### config.mk
export PLATFORM = sky130hd
export DESIGN_NAME = state_machine
export DESIGN_NICKNAME = d
export VERILOG_FILES = /design/src/rtl/state_machine.sv
export SDC_FILE = /design/constraint.sdc
export NUM_CORES = 1
export LEC_CHECK = 0
export CAP_MARGIN = 20
export CORE_AREA = 5 5 42 44
export CTS_CLUSTER_DIAMETER = 100
export CTS_CLUSTER_SIZE = 25
export DETAILED_ROUTE_END_ITERATION = 8
export DIE_AREA = 0 0 47 49
export MAX_ROUTING_LAYER = met4
export PLACE_DENSITY_LB_ADDON = 0.08
export SLEW_MARGIN = 20
export SYNTH_ARGS = -nofsm -noshare
export SYNTH_HDL_FRONTEND = slang
export SYNTH_SLANG_ARGS = --single-unit
### constraint.sdc
create_clock -name clk -period 3.4 [get_ports clk]
set_clock_uncertainty 0.15 [all_clocks]
set_input_delay 0.85 -clock clk [delete_from_list [all_inputs] [get_ports clk]]
set_output_delay 0.85 -clock clk [all_outputs]
set_load 0.1 [all_outputs]
### src/rtl/state_machine.sv
// state_machine: OBC liveness checker; clk, reset (sync, active-high), answerOBC[3:0] in; question[3:0], override out; STATE_MACHINE_STATUS_EN adds state_o[1:0], err_cnt_o[3:0]
module state_machine #(
  parameter int ROUND_LEN = 10,
  parameter int ERR_THRESH = 3,
  parameter logic [3:0] SEED = 4'b0001
) (
  input  logic       clk,
  input  logic       reset,
  input  logic [3:0] answerOBC,
  output logic [3:0] question,
  output logic       override
`ifdef STATE_MACHINE_STATUS_EN
  ,
  output logic [1:0] state_o,
  output logic [3:0] err_cnt_o
`endif
);
  typedef enum logic [1:0] {CHECK = 2'd0, RESET_RND = 2'd1, OVERRIDE = 2'd2} state_t;
  localparam logic [3:0] RL = 4'(ROUND_LEN);
  localparam logic [3:0] ET = 4'(ERR_THRESH);
  state_t state, state_n;
  logic [3:0] q_n, iter_cnt, iter_n, err_cnt, err_n, expected, err_sum, iter_inc;
  logic mismatch;
  assign expected = {question[2] ^ question[3], question[1] ^ question[2], question[0] ^ question[1], ~question[0]};
  assign mismatch = answerOBC != expected;
  assign err_sum = err_cnt + {3'd0, mismatch};
  assign iter_inc = iter_cnt + 4'd1;
  always_comb begin
    state_n = CHECK;
    q_n = question;
    iter_n = 4'd0;
    err_n = 4'd0;
    if (state == CHECK) begin
      q_n = {question[2:0], question[3] ^ question[2]};
      iter_n = iter_inc;
      err_n = err_sum;
      state_n = err_sum == ET ? OVERRIDE : iter_inc == RL ? RESET_RND : CHECK;
    end else if (state == OVERRIDE) begin
      state_n = OVERRIDE;
      iter_n = iter_cnt;
      err_n = err_cnt;
    end
  end
  always_ff @(posedge clk) begin
    if (reset) begin
      state <= CHECK;
      question <= SEED;
      iter_cnt <= 4'd0;
      err_cnt <= 4'd0;
      override <= 1'b0;
    end else begin
      state <= state_n;
      question <= q_n;
      iter_cnt <= iter_n;
      err_cnt <= err_n;
      override <= state_n == OVERRIDE;
    end
  end
`ifdef STATE_MACHINE_STATUS_EN
  assign state_o = state;
  assign err_cnt_o = err_cnt;
`endif
endmodule

==> run_results.csv, run 1 <==
group,metric,value,unit
global_routing,global_route_wire_length_before_repair,2.19,mm
hold_path,hold_path.startpoint,"err_cnt[3]$_SDFFE_PP0P_",
routing,drc,0,
critical_path,timing.critical_path.buf_inv,1,
hold_path,worst_hold_path_endpoint,"err_cnt[3]$_SDFFE_PP0P_",
floorplanning,chipHeight,49,µm
floorplanning,num_io_pins,11,
critical_path,reg2reg_to,"override$_SDFF_PP0_",
critical_path,worstSetupPathType,"input pin to flop",
critical_path,r2r_slack,1300,ps
pwr,cellLeakagePower,0.322,nW
critical_path,critPathTopFamily,"buffers and inverters",
cts,clock_tree.root_cell,"clkbuf_4",
cts,postCtsSetupRepairBufs,0,
cts,tritoncts_num_sinks,14,
pwr,peakVddDrop,467,µV
logic_synthesis,ys_seq_elements,14,
critical_path,cp.arrival,2750,ps
hold_path,hold_depth,2,
pwr,share_of_total_power_consumed_by_net_switching,0.497,
timing,max-slew-margin-rel,0.619,
pwr,sequentialPowerShare,0.381,
cts,cts.path.max_buffers,2,
critical_path,critical_path_peak_fanout,2,
timing,setup_viol,0,
floorplanning,design.die.area,2300,µm²
timing,hold_viol,0,
cells_and_area,antenna_cells_inserted,0,
routing,vias,544,
routing,drt_wl_total,1.26,mm
cells_and_area,design.final.nets,100,
cts,path_clk_slew,70,ps
cts,clock_latency,280,ps
critical_path,worstSetupEndpointType,"flop",
critical_path,critical-path-max-stage-delay,470,ps
critical_path,reg2reg_from,"question[1]$_SDFFE_PP0P_",
critical_path,timing.critical_path.cells,"clkdlybuf4s50_1 -> xor2_1 -> nand3b_1 -> o21ai_0 -> o21ai_0 -> ha_1 -> ha_1 -> xnor2_1 -> nand3_1 -> nor2_1 -> o21ba_2",
logic_synthesis,syn_area_per_cell,8.97,µm²
timing,achievable-frequency,0.373,GHz
pwr,switching_power_of_the_nets,376,µW
timing,final_critical_path_setup_slack,723,ps
logic_synthesis,number_of_nets_in_the_synthesized_netlist,87,
timing,finalSetupTns,0,ps
cells_and_area,drive_above_1_share,0.125,
hold_path,worstHoldPathType,"flop to flop",
critical_path,worst-r2r-cell-count,10,
critical_path,timing.critical_path.slowest_stage_cell,"clkdlybuf4s50_1",
cts,post_cts_resized,0,
floorplanning,core_area,1400,µm²
routing,antenna_left,0,
flow_run,cap_violations,0,
timing,post-route-period-util,0.787,
global_routing,initial_antenna_violation_count,0,
timing,final-max-slew-violation-count,0,
logic_synthesis,synth_sequential_area_ratio,0.406,
cts,ctsHtreeMaxLevel,1,
routing,avgRoutedWirePerCell,12.1,µm
critical_path,startpoint,"answerOBC[1]",
global_routing,groute.usage.overall,0.135,
cts,cts_tree,"done",
logic_synthesis,post_synth_inst_count,77,
pwr,power_frac_clock,0.121,
global_routing,grt_start_max_net_pins,18,
cells_and_area,syn_to_final_growth,17.4,%
pwr,cell_internal_power,380,µW
place,dp_slack,425,ps
logic_synthesis,yosysWarnings,0,
routing,drt_first_pass_iters,4,
critical_path,critical_path.startpoint_type,"input pin",
outcome,outcome,"finished clean",
logic_synthesis,yosysUniqueCellTypes,22,
routing,vias_per_cell,5.23,
cts,tritoncts.num_buffers,3,
timing,rsz_0062_raised_after_global_routing,"false",
timing,max_slew.worst_pin.slew,571,ps
floorplanning,initial_utilization,0.493,
routing,first_iter_violations,4,
cts,postCtsHoldBufs,0,
critical_path,cp_data_required_time,3480,ps
place,place.gp.congestion,0.638,
logic_synthesis,syn-cell-area,691,µm²
global_routing,grt.overflow.total,0,
place,numPortBuffers,10,
pwr,comb_power_share,0.498,
pwr,power.density_cell_area,933,nW/µm²
floorplanning,die_width,47,µm
timing,fin_crit,2680,ps
global_routing,via_count_of_the_first_global_routing_pass,527,
place,dp_hpwl,929,µm
floorplanning,std_cell_rows,14,
worst max-delay path by stage:
| stage | to | slack [ps] | depth (start not counted) |
|---|---|---|---|
| 3_3_place_gp | state[0]$_SDFF_PP0_ | 450 | 10 |
| 2_1_floorplan | override$_SDFF_PP0_ | 830 | 10 |
| 6_report | override$_SDFF_PP0_ | 720 | 11 |
| 5_1_grt | state[0]$_SDFF_PP0_ | 530 | 10 |
| 4_1_cts | override$_SDFF_PP0_ | 700 | 11 |
| 3_5_place_dp | state[0]$_SDFF_PP0_ | 430 | 11 |
per-layer routing:
metal  wire length, µm  up-vias  share of wire  global-route usage
li1                  -      281              -                   -
met1               588      247           0.47               0.163
met2               552       11           0.44               0.192
met3                73        5          0.058              0.0369
met4                44        0          0.035              0.0829
met5                 0        -              0                   -
tightest hold or removal path, delay by kind of cell (launching register included):
family	cells	cell delay (ps)
AO/OA/AOI/OAI	2	130
flip-flops	1	330
final cells by class:
class	instances	area, µm²
repair buffers	10	87.6
multi-input cells	60	397
inverters	1	3.75
flip-flops and latches	14	280
clock buffers	3	22.5
fillers	142	591
well taps	16	20.0
synth_stat cells:
master	instances	area, µm²
and3_1	1	6.26
nand3b_1	1	7.51
nand3_2	2	20.0
nor2_1	9	33.8
a21oi_1	6	30.0
xnor2_1	6	52.6
nand4b_1	1	8.76
o21ba_2	1	10.0
ha_1	4	50.1
or3_1	2	12.5
dfxtp_1	14	280
xor2_1	5	43.8
or2_0	1	6.26
o21ai_0	8	40.0
nor2b_1	2	12.5
nand3_1	1	5.00
mux2i_1	2	20.0
buf_2	2	10.0
inv_1	1	3.75
nand2_1	4	15.0
nand2b_1	2	12.5
nor3_1	2	10.0
cells by family after synthesis:
logic type / synth area share
and+or+nand+nor: 0.217
AOI/OAI and AO/OA: 0.116
DFF: 0.406
xor gates and xnor gates: 0.139
adders and majority gates: 0.0725
buffers and inverters: 0.0199
muxes: 0.0290
sequential cells by signal, summed over array words and instances (netlist names):
name	cells
question	4
iter_cnt	4
override	1
err_cnt	4
state	1
through the flow:
stage                     hold slack, ps  instances  total power [mW]  utilization  area [µm²]
final                                355        104             0.756        0.579         811
after global routing                 377        104             0.820        0.579         811
after floorplan                      320         77             0.594            -         691
after global placement               328        101             0.663        0.563         788
after detailed placement             343        101             0.674        0.563         788
after CTS                            354        104             0.765        0.579         811
power groups by stage:
stage	Sequential [mW]	Clock, mW	Combinational (mW)
after floorplan	0.412	0	0.182
after global placement	0.290	0	0.373
after detailed placement	0.294	0	0.380
after CTS	0.290	0.0942	0.381
after global routing	0.299	0.105	0.417
final	0.288	0.0917	0.377
layout by cell type, fill, tap and decap left out, drive strengths merged:
| cell | n |
|---|---|
| clkbuf | 3 |
| nor2 | 9 |
| o21ba | 1 |
| ha | 4 |
| nand2 | 4 |
| xor2 | 5 |
| o21ai | 8 |
| dfxtp | 14 |
| nand3 | 3 |
| clkdlybuf4s50 | 5 |
| buf | 5 |
| xnor2 | 6 |
| nand2b | 2 |
| nor2b | 2 |
| nand4b | 1 |
| or3 | 2 |
| a21oi | 6 |
| nand3b | 1 |
| nor3 | 2 |
| inv | 1 |
| and3 | 1 |
| mux2i | 2 |
| or2 | 1 |
Note: power is estimated with default switching activity, not from simulation.
==> run 2: changes to the inputs <==
--- a/config.mk
+++ b/config.mk
@@ -6,11 +6,11 @@
 export NUM_CORES = 1
 export LEC_CHECK = 0
 export CAP_MARGIN = 20
-export CORE_AREA = 5 5 42 44
+export CORE_MARGIN = 5
+export CORE_UTILIZATION = 45
 export CTS_CLUSTER_DIAMETER = 100
 export CTS_CLUSTER_SIZE = 25
 export DETAILED_ROUTE_END_ITERATION = 8
-export DIE_AREA = 0 0 47 49
 export MAX_ROUTING_LAYER = met4
 export PLACE_DENSITY_LB_ADDON = 0.08
 export SLEW_MARGIN = 20
==> constraint.sdc (replaced) <==
create_clock -name clk -period 2.4 [get_ports clk]
set_clock_uncertainty 0.15 [all_clocks]
set_input_delay 0.6 -clock clk [delete_from_list [all_inputs] [get_ports clk]]
set_output_delay 0.6 -clock clk [all_outputs]
set_load 0.1 [all_outputs]
==> run_results.csv, run 2 (same netlist as run 1, synthesis figures left out) <==
group,metric,value,unit
critical_path,critical_path_peak_fanout,3,
timing,max_slew.worst_pin.slew,649,ps
place,numPortBuffers,10,
cts,clock_tree.root_cell,"clkbuf_4",
cts,cts.path.max_buffers,2,
floorplanning,num_io_pins,11,
routing,drt_wl_total,1.34,mm
cells_and_area,post-route-cell-area,900,µm²
critical_path,worstSetupPathType,"input pin to flop",
cts,cts_tree,"done",
routing,first_iter_violations,6,
critical_path,critical_path.startpoint_type,"input pin",
global_routing,global_route_wire_length_before_repair,2.26,mm
timing,timing.hold.ws,345,ps
critical_path,cp-endpoint,"override$_SDFF_PP0_",
cts,tritoncts_num_sinks,14,
place,numPlacedInstances,103,
global_routing,grt_start_max_net_pins,18,
floorplanning,std_cell_rows,14,
global_routing,grt.overflow.total,0,
floorplanning,chipHeight,49.2,µm
routing,vias,555,
routing,vias_per_cell,5.19,
timing,max-slew-margin-rel,0.566,
hold_path,worstHoldPathType,"flop to flop",
cells_and_area,regArea,284,µm²
timing,hold_viol,0,
critical_path,timing.critical_path.cells,"clkdlybuf4s50_1 -> xor2_1 -> and3_1 -> o21ai_1 -> ha_2 -> buf_4 -> nand3_4 -> xnor2_2 -> nor2_2 -> o21ba_2",
cts,clock_latency,280,ps
critical_path,reg2reg_to,"override$_SDFF_PP0_",
critical_path,critical-path-max-stage-delay,410,ps
cells_and_area,multi_input_comb_area,438,µm²
cells_and_area,final_util,0.604,
cells_and_area,syn_to_final_growth,30.3,%
cells_and_area,final_common_cell,"dfxtp_1",
routing,antenna_left,0,
global_routing,initial_antenna_violation_count,0,
routing,avgRoutedWirePerCell,12.5,µm
cells_and_area,drive_above_1_share,0.253,
place,place.gp.congestion,0.704,
cells_and_area,reg.largest.list,"err_cnt x4, iter_cnt x4, question x4",
timing,achievable-frequency,0.431,GHz
global_routing,groute.usage.overall,0.122,
floorplanning,design.die.area,2420,µm²
timing,finalSetupTns,0,ps
pwr,total_power,1.19,mW
critical_path,r2r_slack,440,ps
pwr,cellLeakagePower,0.363,nW
critical_path,worstSetupEndpointType,"flop",
cells_and_area,antenna_cells_inserted,0,
critical_path,worst-r2r-cell-count,9,
timing,post-route-period-util,0.967,
timing,fin_crit,2320,ps
critical_path,cp.arrival,2360,ps
outcome,outcome,"finished clean",
floorplanning,die_width,49.2,µm
pwr,power.density_cell_area,1320,nW/µm²
pwr,peakVddDrop,810,µV
cts,postCtsHoldBufs,0,
cells_and_area,final_cell_mix,"dfxtp_1 (11), nor2_1 (8), o21ai_0 (6), buf_4 (6)",
cts,ctsHtreeMaxLevel,1,
timing,final_critical_path_setup_slack,79.7,ps
timing,setup_viol,0,
critical_path,startpoint,"answerOBC[3]",
global_routing,via_count_of_the_first_global_routing_pass,523,
flow_run,cap_violations,0,
critical_path,reg2reg_from,"question[1]$_SDFFE_PP0P_",
place,dpl_cell_area,820,µm²
cts,path_clk_slew,90,ps
place,dp_hpwl,899,µm
routing,drt_first_pass_iters,4,
floorplanning,core_area,1490,µm²
cts,tritoncts.num_buffers,3,
routing,drc,0,
critical_path,timing.critical_path.slowest_stage_cell,"clkdlybuf4s50_1",
cells_and_area,fin_cells,107,
cells_and_area,design.final.nets,102,
floorplanning,initial_utilization,0.464,
critical_path,cp_data_required_time,2440,ps
place,dp_slack,-300,ps
cells_and_area,fillerInstances,132,
timing,final-max-slew-violation-count,0,
## run 2: cell count changes in the layout (fill, tap and decap cells not counted), moves of 2 or more
| cell | previous run | this run |
|---|---|---|
| o21ai_0 | 8 | 6 |
| ha_1 | 4 | 2 |
| o21ai_1 | 0 | 2 |
| dfxtp_2 | 0 | 3 |
| dfxtp_1 | 14 | 11 |
## run 2: how the worst min path moves through the flow
stage | cells past startpoint | endpoint | slack [ps] | from
after detailed placement | 2 | question[1]$_SDFFE_PP0P_ | 330 | question[0]$_SDFFE_PP1P_
after global routing | 2 | question[1]$_SDFFE_PP0P_ | 380 | question[0]$_SDFFE_PP1P_
after CTS | 2 | question[1]$_SDFFE_PP0P_ | 350 | question[0]$_SDFFE_PP1P_
after global placement | 2 | err_cnt[3]$_SDFFE_PP0P_ | 330 | err_cnt[3]$_SDFFE_PP0P_
final | 2 | question[1]$_SDFFE_PP0P_ | 350 | question[0]$_SDFFE_PP1P_
after floorplan | 2 | iter_cnt[3]$_SDFFE_PP0P_ | 320 | iter_cnt[3]$_SDFFE_PP0P_
## run 2: routing by layer
layer	routed length, µm	vias up	track usage
li1	-	291	-
met1	637	253	0.148
met2	617	9	0.172
met3	71	2	0.0459
met4	16	0	0.0673
met5	0	-	-
## run 2: what timing repair did
item / in CTS / in global routing
buffers inserted: 0 / 0
resized for setup: 0 / 11
setup endpoints to repair: 0 / 4
hold endpoints to repair: 0 / 0
## run 2: cell type report
cell class	count	share of cell area
repair buffers	12	0.131
well taps	16	0.0223
multi-input cells	60	0.487
flip-flops and latches	14	0.316
clock buffers	4	0.0403
inverters	1	0.00417
## run 2: power breakdown
group	internal (mW)	switching, mW
clock	0.0923	0.0796
combinational	0.230	0.366
sequential	0.303	0.120
total	0.626	0.566
## run 2: critical path: cells and delay by family
family | cells | cell delay [ps]
XOR/XNOR | 2 | 320
buffers and inverters | 2 | 530
AND/OR/NAND/NOR | 3 | 340
adder cells (fa/ha/maj) | 1 | 230
AO/OA/AOI/OAI | 2 | 320
